==> config.mk <==
export PLATFORM = sky130hd
export DESIGN_NAME = signal_scheduler
export DESIGN_NICKNAME = d
export VERILOG_FILES = /design/src/rtl/signal_scheduler.sv
export SDC_FILE = /design/constraint.sdc
export NUM_CORES = 1
export LEC_CHECK = 0
export ABC_CLOCK_PERIOD_IN_PS = 2410
export CORE_MARGIN = 4
export CORE_UTILIZATION = 44
export CTS_CLUSTER_SIZE = 8
export DETAILED_ROUTE_END_ITERATION = 8
export PLACE_DENSITY = 0.75
export SLEW_MARGIN = 30
export SYNTH_ARGS = -nofsm -noshare
export SYNTH_HDL_FRONTEND = slang
export SYNTH_SLANG_ARGS = --single-unit
export TNS_END_PERCENT = 1
==> constraint.sdc <==
create_clock -name clk -period 2.41 [get_ports clk]
set_input_delay 0.241 -clock clk [delete_from_list [all_inputs] [get_ports clk]]
set_output_delay 0.241 -clock clk [all_outputs]
set_load 0.01 [all_outputs]
==> src/rtl/signal_scheduler.sv <==
// Sequences up to three signal generators: each enabled channel is selected,
// restarted and run for its dwell count, optionally looping over the mask.
module signal_scheduler #(
    parameter int CNT_W = 8
) (
    input  logic             clk,
    input  logic             rst,
    input  logic             start,
    input  logic             stop,
    input  logic             loop,
    input  logic [2:0]       ch_mask,
    input  logic [CNT_W-1:0] dwell0,
    input  logic [CNT_W-1:0] dwell1,
    input  logic [CNT_W-1:0] dwell2,
    input  logic [2:0]       gen_in,
    output logic [2:0]       gen_en,
    output logic [2:0]       gen_clr,
    output logic             out,
    output logic [1:0]       cur_ch,
    output logic             busy,
    output logic             done
);

    typedef enum logic [1:0] {
        IDLE = 2'd0,
        SEL  = 2'd1,
        RUN  = 2'd2,
        DONE = 2'd3
    } state_t;

    state_t           state_r, state_s;
    logic [1:0]       ch_r, ch_s;
    logic [2:0]       mask_r;
    logic [CNT_W-1:0] dwell_r, cnt_r, dwell_sel_s;
    logic [2:0]       higher_s;

    function automatic logic [1:0] lowest_bit(input logic [2:0] m);
        logic [1:0] r;
        if (m[0])      r = 2'd0;
        else if (m[1]) r = 2'd1;
        else           r = 2'd2;
        return r;
    endfunction

    // Returns {found, index} of the next set bit strictly above c.
    function automatic logic [2:0] higher_bit(input logic [2:0] m, input logic [1:0] c);
        logic [2:0] r;
        r = 3'b000;
        case (c)
            2'd0: begin
                if (m[1])      r = 3'b101;
                else if (m[2]) r = 3'b110;
                else           r = 3'b000;
            end
            2'd1: begin
                if (m[2]) r = 3'b110;
                else      r = 3'b000;
            end
            default: r = 3'b000;
        endcase
        return r;
    endfunction

    function automatic logic [2:0] onehot(input logic [1:0] c);
        logic [2:0] r;
        case (c)
            2'd0:    r = 3'b001;
            2'd1:    r = 3'b010;
            2'd2:    r = 3'b100;
            default: r = 3'b000;
        endcase
        return r;
    endfunction

    // Dwell of the channel being selected, with zero promoted to one.
    always_comb begin
        dwell_sel_s = {CNT_W{1'b0}};
        case (ch_r)
            2'd0:    dwell_sel_s = dwell0;
            2'd1:    dwell_sel_s = dwell1;
            2'd2:    dwell_sel_s = dwell2;
            default: dwell_sel_s = dwell0;
        endcase
        if (dwell_sel_s == {CNT_W{1'b0}}) begin
            dwell_sel_s = CNT_W'(1);
        end else begin
            dwell_sel_s = dwell_sel_s;
        end
    end

    // Next-state and next-channel decision; stop overrides everything.
    always_comb begin
        state_s  = state_r;
        ch_s     = ch_r;
        higher_s = higher_bit(mask_r, ch_r);
        case (state_r)
            IDLE: begin
                if (start && (ch_mask != 3'b000)) begin
                    state_s = SEL;
                    ch_s    = lowest_bit(ch_mask);
                end else begin
                    state_s = IDLE;
                end
            end
            SEL: state_s = RUN;
            RUN: begin
                if (cnt_r == dwell_r - CNT_W'(1)) begin
                    if (higher_s[2]) begin
                        state_s = SEL;
                        ch_s    = higher_s[1:0];
                    end else if (loop) begin
                        state_s = SEL;
                        ch_s    = lowest_bit(mask_r);
                    end else begin
                        state_s = DONE;
                    end
                end else begin
                    state_s = RUN;
                end
            end
            DONE:    state_s = IDLE;
            default: state_s = IDLE;
        endcase
        if (stop) begin
            state_s = IDLE;
        end else begin
            state_s = state_s;
        end
    end

    // State, datapath registers and outputs decoded from the next state.
    always_ff @(posedge clk) begin
        if (rst) begin
            state_r <= IDLE;
            ch_r    <= 2'd0;
            mask_r  <= 3'b000;
            dwell_r <= CNT_W'(1);
            cnt_r   <= {CNT_W{1'b0}};
            gen_en  <= 3'b000;
            gen_clr <= 3'b000;
            out     <= 1'b0;
            cur_ch  <= 2'd0;
            busy    <= 1'b0;
            done    <= 1'b0;
        end else begin
            state_r <= state_s;
            ch_r    <= ch_s;
            if (state_r == IDLE && state_s == SEL) begin
                mask_r <= ch_mask;
            end else begin
                mask_r <= mask_r;
            end
            if (state_r == SEL) begin
                dwell_r <= dwell_sel_s;
                cnt_r   <= {CNT_W{1'b0}};
            end else if (state_r == RUN) begin
                dwell_r <= dwell_r;
                cnt_r   <= cnt_r + CNT_W'(1);
            end else begin
                dwell_r <= dwell_r;
                cnt_r   <= {CNT_W{1'b0}};
            end
            gen_en  <= (state_s == RUN) ? onehot(ch_s) : 3'b000;
            gen_clr <= (state_s == SEL) ? onehot(ch_s) : 3'b000;
            out     <= (state_r == RUN && !stop) ? gen_in[ch_r] : 1'b0;
            cur_ch  <= (state_s == SEL || state_s == RUN) ? ch_s : 2'd0;
            busy    <= (state_s == SEL || state_s == RUN);
            done    <= (state_s == DONE);
        end
    end

endmodule

; ---- Word level (Yosys, flattened, before mapping)
; Cells that the tools add are included.
[totals]
register_bits = 34
latch_bits = 0
ramBits = 0
rom_bits = 0
word_cells = 68
mem_count = 0
[classes]
n_addsub = 2
multipliers = 0
div_mod_pow = 0
magnitude_cmp = 1
eq_ne = 11
shifts = 0
muxes = 23
bitwise_logic = 5
n_reduce_logical = 15
[ops]
columns = operator, n
row1 = $mux W2, 12
row2 = $pmux W8 S2, 1
row3 = $eq A2 B2 Y1 const B, 6
row4 = $pmux W3 S3, 1
row5 = $add A8 B1 Y8 const B, 1
row6 = $eq A2 B1 Y1 const B, 4
row7 = $eq A8 B8 Y1, 1
row8 = $logic_not A8 Y1, 1
row9 = $mux W8, 1
row10 = $pmux W2 S4, 1
row11 = $reduce_or A2 Y1, 4
row12 = $sub A8 B1 Y8 const B, 1
row13 = $logic_not A2 Y1, 3
row14 = $mux W3, 2
row15 = $pmux W3 S2, 1
row16 = $not A1 Y1, 5
row17 = $pmux W2 S2, 1
row18 = $logic_and A1 B1 Y1, 3
row19 = $lt A2 B3 Y1 const B, 1
row20 = $reduce_bool A3 Y1, 1
row21 = $reduce_or A3 Y1, 1
row22 = $bmux W1 S2, 1
row23 = $mux W1, 2
row24 = $logic_not A1 Y1, 1
row25 = $logic_or A1 B1 Y1, 1

; ---- Depth between registers and ports, before layout
; Gate-level depths: netlist of run 1.
[depth]
word_depth = 11
depth_mapped = 14
ltp_nobuf = 13

; ---- Worst setup path before layout of run 1
; OpenSTA, ideal clock, no wires.
[synth_path]
kind = register -> register
start = reg dwell_r[0]
end = reg cur_ch[0]
arrival_ns = 2.472
t_required_ns = 2.295
slack_ns = -0.177
stages_incl_launch_ff = 14
path_buffers = 1
path_cell_list = dfxtp_1 inv_1 ha_1 buf_2 xnor2_1 a21oi_1 o21ai_0 a211oi_1 o21a_1 a21oi_1 or3_1 ha_1 nor2_1 and2_1
[synth_via]
elab_chain_len = 9
[synth_rtl]
columns = element, line
row1 = start: declaration, 34  ; logic [CNT_W-1:0] dwell_r, cnt_r, dwell_sel_s;
row2 = start signal: assignment, 154  ; dwell_r <= dwell_sel_s;
row3 = start signal: assignment, 157  ; dwell_r <= dwell_r;
row4 = start signal: assignment, 160  ; dwell_r <= dwell_r;
row5 = $sub A8 B1 Y8 *, 107  ; if (cnt_r == dwell_r - CNT_W'(1)) begin
row6 = $eq A8 B8 Y1 *, 107
row7 = $mux W2, 107
row8 = $pmux W2 S4, 96  ; case (state_r)
row9 = $mux W2, 124  ; if (stop) begin
row10 = $eq A2 B1 Y1 / $eq A2 B2 Y1 (equally long branches), 166  ; cur_ch <= (state_s == SEL || state_s == RUN) ? ch_s : 2'd0;
row11 = $logic_or A1 B1 Y1, 166
row12 = $not A1 Y1 (no line), n/a
row13 = $reduce_or A2 Y1 (no line), n/a
row14 = end signal: assignment, 166
row15 = end: declaration, 19  ; output logic [1:0] cur_ch,
; Every way passes the cells marked *; elsewhere a longest branch is shown, timed or not.
; A chain may end at the register's enable or synchronous reset.

; ---- Worst setup path after layout of run 1
; Ends and elaborated chain as after synthesis.

==> flow_summary.json, run 1 <==
{
  "first_iter_violations": 175,
  "clk_pin_slew_worst_paths_ns": 0.07,
  "endpoint_kind": "flip-flop",
  "skew_ns": 0.00608,
  "grt_pass1_wl_mm": 8.00,
  "syn_area_per_cell_um2": 7.97,
  "ys_warn_count": 0,
  "drive_above_1_share": 0.122,
  "hpwl_mm": 3.52,
  "antenna_left": 0,
  "cts_root_buf": "clkbuf_8",
  "setup_slack_ns": 0.000643,
  "dp_slack_ns": -0.0163,
  "gp_congestion": 0.884,
  "critPathRequiredTime_ns": 2.60,
  "ys_async_sr_fraction": 0,
  "synthTopCellsByArea": "dfxtp_1 (36%), a21oi_1 (6.1%), nor2_1 (5.4%)",
  "rows": 23,
  "antenna_cells": 0,
  "cp.arrival_ns": 2.60,
  "cts_tree": "done",
  "synth_edf_count": 0,
  "ios": 46,
  "grt_pass1_vias": 1745,
  "grt_max_degree": 21,
  "viasPerCell": 5.39,
  "hold_viol": 0,
  "leakage_nw": 0.981,
  "h-tree-depth": 2,
  "drt_pass1_iterations": 4,
  "synth_top_area_cell": "dfxtp_1",
  "yosysSeqAreaShare": 0.364,
  "wire_per_inst_um": 14.2,
  "synth_nets": 278,
  "syn_inst": 235,
  "fmax_mhz": 415,
  "finalSetupViolCount": 0,
  "syn2layout_area_growth_pct": 40.4,
  "worst_slew_pin_slew_ns": 0.458,
  "floorplan.initialDensity": 0.461,
  "die-height_um": 73.2,
  "fill_cells": 371,
  "yosys_register_bits": 34,
  "synth_top_area_frac": 0.364,
  "finalMaxSlewViolations": 0,
  "track_usage": 0.193,
  "fin_total_pwr_w": 0.00163,
  "multiInputGateArea_mm2": 0.00119,
  "nNetsFinal": 328,
  "startpoint_type": "flip-flop",
  "ff_latch_area_um2": 687,
  "via_count": 1810,
  "max_stage_delay_ns": 0.39,
  "min_period_ns": 2.41,
  "placed_area_mm2": 0.00242,
  "stdcell_area_mm2": 0.00263,
  "coreArea_mm2": 0.00406,
  "crit_slowest_cell": "or3_4",
  "syn_area_mm2": 0.00187,
  "overflow": 0,
  "cp_common_cell": "ha_4",
  "wirelength_mm": 4.76,
  "status": "finished clean",
  "io_buffers": 45,
  "ys_types": 45,
  "whs_ns": 0.489,
  "relSlewSlack": 0.686,
  "final_core_util": 0.648,
  "maxCapViolCount": 0,
  "p_per_area_mw_per_mm2": 621,
  "hp-class": "reg2reg",
  "drc": 0,
  "path_cells": "inv_2, ha_4, xnor2_1, a21oi_1, o21ai_1, a211oi_2, o21a_1, a21oi_2, or3_4, ha_4, nor2_1, and2_1",
  "cpLargestDelayFamily": "compound AO/OA/AOI/OAI gates",
  "rsz0062_at_grt": "yes",
  "peakVddDrop_uv": 543,
  "period_share": 1.00,
  "dieArea_mm2": 0.00536,
  "path_class": "reg2reg",
  "die_width_um": 73.2,
  "clk_path_buf_depth": 2,
  "clkSinkCount": 34,
  "cts_buffers": 5,
  "clk_latency_ns": 0.29,
  "synthFlopType": "dfxtp_1",
  "worst-path-buf-inv": 1,
  "grt_antenna_before_repair": 0,
  "crit_fanout": 9
}
[worst paths after layout]
check / slack, ns / depth (start not counted) / startpoint / to
setup / recovery: 0.0006 / 12 / dwell_r[0] / cur_ch[0]
hold / removal: 0.49 / 1 / cnt_r[0] / cnt_r[0]
setup reg to reg: 0.0006 / 12 / dwell_r[0] / cur_ch[0]
hold reg to reg: 0.49 / 1 / cnt_r[0] / cnt_r[0]
[cells by family after synthesis]
kind of cell / synth area share
buffers and inverters: 0.0394
and+or+nand+nor: 0.255
adders and majority gates: 0.0535
xor gates and xnor gates: 0.0749
DFF: 0.364
muxes: 0.0114
AOI/OAI and AO/OA: 0.203
[Yosys cell counts (2+ instances only)]
library cell   n
xor2_1         9
a21oi_1       23
clkbuf_1       9
nor2_1        27
inv_1          8
nor2b_1        5
a22oi_1        8
a31oi_1        2
nand3_1       11
buf_2          2
nand4_1        3
o21ai_0        9
o21bai_1       3
nor4_1         3
nor3b_1        2
o211ai_1       2
nand2_1       23
o21a_1         2
ha_1           8
nor3_1         8
xnor2_1        7
and3_1         2
dfxtp_1       34
nand2b_1       4
[final cells by class]
class / instances / area share
inverters: 8 / 0.0114
flip-flops and latches: 34 / 0.261
well taps: 50 / 0.0238
repair buffers: 54 / 0.197
clock inverters: 2 / 0.0228
clock buffers: 6 / 0.0314
multi-input cells: 182 / 0.452
[placed cells by master (no fill, tap or decap), types with 8 or more instances in the layout]
cell type | Yosys | layout
nand2_1 | 23 | 23
clkdlybuf4s50_1 | 0 | 45
a22oi_1 | 8 | 8
nor2_1 | 27 | 26
buf_4 | 0 | 9
a21oi_1 | 23 | 22
dfxtp_1 | 34 | 31
nand3_1 | 11 | 11
xor2_1 | 9 | 9
o21ai_0 | 9 | 8
[metrics by stage]
stage,instances,setup TNS [ns]
floorplan,235,-0.00539
global placement,327,0
detailed placement,327,-0.0166
CTS,336,0
global route,336,-0.784
finish,336,0
[where the power goes]
group / switching (W) / internal, W
registers: 0.0000237 / 0.000581
logic: 0.000187 / 0.000192
clock network: 0.000208 / 0.000441
total: 0.000419 / 0.00121
[timing repair]
action | 4_1_cts | 5_1_grt
hold buffers | 0 | 0
buffers inserted | 1 | 0
hold endpoints to repair | 0 | 0
cloned | 0 | 0
setup endpoints to repair | 5 | 12
pin swaps | 3 | 3
gates resized for setup | 5 | 5
[layer usage]
metal	part of all wire	up-vias	track usage	wire, um
li1	-	925	-	-
met1	0.44	831	0.238	2080
met2	0.50	45	0.326	2360
met3	0.048	9	0.0510	230
met4	0.017	0	0.0615	81
met5	0	-	0	0
[state kept, by name, summed over array words and instances (netlist names)]
| name | flops |
|---|---|
| out | 1 |
| cur_ch | 2 |
| dwell_r | 8 |
| busy | 1 |
| mask_r | 3 |
| gen_en | 3 |
| ch_r | 2 |
| state_r | 2 |
| cnt_r | 8 |
| done | 1 |
| gen_clr | 3 |
(Power assumes the default switching activity.)
==> inputs of run 2 (changes only) <==
--- a/config.mk
+++ b/config.mk
@@ -6,12 +6,10 @@
 export NUM_CORES = 1
 export LEC_CHECK = 0
 export ABC_CLOCK_PERIOD_IN_PS = 2410
-export CORE_MARGIN = 4
 export CORE_UTILIZATION = 44
 export CTS_CLUSTER_SIZE = 8
 export DETAILED_ROUTE_END_ITERATION = 8
 export PLACE_DENSITY = 0.75
-export SLEW_MARGIN = 30
 export SYNTH_ARGS = -nofsm -noshare
 export SYNTH_HDL_FRONTEND = slang
 export SYNTH_SLANG_ARGS = --single-unit
==> flow_summary.json, run 2 (synthesis results as in run 1) <==
{
  "status": "finished with violations",
  "violations": "setup timing",
  "relSlewSlack": 0.705,
  "critPathRequiredTime_ns": 2.60,
  "first_iter_violations": 122,
  "cp.arrival_ns": 2.62,
  "endpoint": "cur_ch[0]",
  "grt_pass1_wl_mm": 7.52,
  "io_buffers": 45,
  "hold_viol": 0,
  "stdcell_area_mm2": 0.00259,
  "crit_slowest_cell": "dfxtp_4",
  "via_count": 1801,
  "syn2layout_area_growth_pct": 38.2,
  "fill_cells": 362,
  "drt_pass1_iterations": 4,
  "h-tree-depth": 2,
  "placed_area_mm2": 0.00242,
  "clk_latency_ns": 0.29,
  "final_core_util": 0.642,
  "die-height_um": 67.2,
  "grt_pass1_vias": 1694,
  "cts_tree": "done",
  "leakage_nw": 0.959,
  "max_stage_delay_ns": 0.38,
  "whs_path_depth": 2,
  "final_cell_mix": "clkdlybuf4s50_1 (45), dfxtp_1 (30), nor2_1 (25), a21oi_1 (22), nand2_1 (22)",
  "rrSetupSlack_ns": -0.01,
  "r2r-end": "cur_ch[0]",
  "maxCapViolCount": 0,
  "fmax_mhz": 412,
  "crit_fanout": 7,
  "overflow": 0,
  "grt_antenna_before_repair": 0,
  "coreArea_mm2": 0.00403,
  "cp_common_cell": "ha_4",
  "wire_per_inst_um": 13.9,
  "rsz0062_at_grt": "yes",
  "cts_buffers": 5,
  "wirelength_mm": 4.66,
  "whs_ns": 0.477,
  "drc": 0,
  "peakVddDrop_uv": 350,
  "drive_above_1_share": 0.140,
  "path_class": "reg2reg",
  "skew_ns": 0.00447,
  "hp-class": "reg2reg",
  "viasPerCell": 5.36,
  "period_share": 1.01,
  "nNetsFinal": 328,
  "r2r-start": "dwell_r[0]",
  "top_regs": "cnt_r (8), dwell_r (8)",
  "startpoint_type": "flip-flop",
  "dp_slack_ns": 0.00432,
  "clk_pin_slew_worst_paths_ns": 0.07,
  "endpoint_kind": "flip-flop",
  "cts_root_buf": "clkbuf_8",
  "setup_slack_ns": -0.0149,
  "hold_buffers": 0,
  "grt_max_degree": 21,
  "clk_path_buf_depth": 2,
  "rows": 23,
  "worst_slew_pin_slew_ns": 0.432,
  "path_depth": 12,
  "path_cells": "inv_2, ha_4, buf_4, nor2_1, nand4b_1, a31oi_2, o21a_1, a21oi_2, or3_4, ha_4, nor2_4, and2_4",
  "dieArea_mm2": 0.00452,
  "cpLargestDelayFamily": "simple AND/OR/NAND/NOR gates",
  "final_common_cell": "clkdlybuf4s50_1",
  "track_usage": 0.221,
  "antenna_cells": 0,
  "finalSetupViolCount": 1,
  "r2r_cells": 12,
  "min_period_ns": 2.42,
  "antenna_left": 0,
  "gp_congestion": 0.812,
  "ios": 46,
  "finalMaxSlewViolations": 0,
  "p_per_area_mw_per_mm2": 551,
  "worst-path-buf-inv": 2,
  "floorplan.initialDensity": 0.465,
  "startpoint": "dwell_r[0]",
  "clkSinkCount": 34,
  "die_width_um": 67.2,
  "hpwl_mm": 3.40
}
## run 2: per-stage QoR
step / TNS [ns] / total power, W / instances
after floorplan: -0.00539 / 0.000837 / 235
after global placement: 0 / 0.000971 / 327
after detailed placement: 0 / 0.000973 / 327
after CTS: 0 / 0.00142 / 335
after global routing: -0.890 / 0.00150 / 336
final: -0.0149 / 0.00143 / 336
## run 2: power breakdown
group | leakage [nW] | total, W | switching, W | internal [W]
clock network | 0.0472 | 0.000445 | 0.000215 | 0.000230
logic | 0.635 | 0.000379 | 0.000189 | 0.000189
registers | 0.277 | 0.000602 | 0.0000215 | 0.000581
## run 2: timing repair
action                                  4_1_cts  5_1_grt
endpoints found under the setup margin        1       12
buffers inserted                              0        1
pin swaps                                     0       10
resized for setup                             2       15
## run 2: layout make-up
cell class	instances	area, um2	area share
sequential	34	691	0.267
clock inverter	2	12.5	0.00484
tap	50	62.6	0.0242
timing repair buffer	54	518	0.200
clock buffer	6	82.6	0.0319
multi-input combinational	182	1190	0.460
inverter	8	30.0	0.0116
## run 2: per-layer routing
| layer | vias to the layer above | GRT usage | wire [um] |
|---|---|---|---|
| met3 | 12 | 0.0574 | 176 |
| met4 | 0 | 0.0851 | 91 |
| met5 | - | 0 | 0 |
| met2 | 42 | 0.375 | 2320 |
| met1 | 820 | 0.266 | 2070 |
| li1 | 927 | - | - |
## run 2: how the worst min path moves through the flow
stage	start	end	slack, ns
6_report	mask_r[0]	mask_r[0]	0.48
5_1_grt	dwell_r[7]	dwell_r[7]	0.50
4_1_cts	mask_r[0]	mask_r[0]	0.47
3_5_place_dp	mask_r[0]	mask_r[0]	0.46
3_3_place_gp	mask_r[0]	mask_r[0]	0.46
2_1_floorplan	stop	state_r[0]	0.32
## run 2: worst register-to-register path: cells and delay by family (launching register included)
family                   cells  cell delay (ns)
buffers and inverters        2             0.19
AO/OA/AOI/OAI                3             0.55
AND/OR/NAND/NOR              5             0.75
flip-flops                   1             0.38
adder cells (fa/ha/maj)      2             0.46
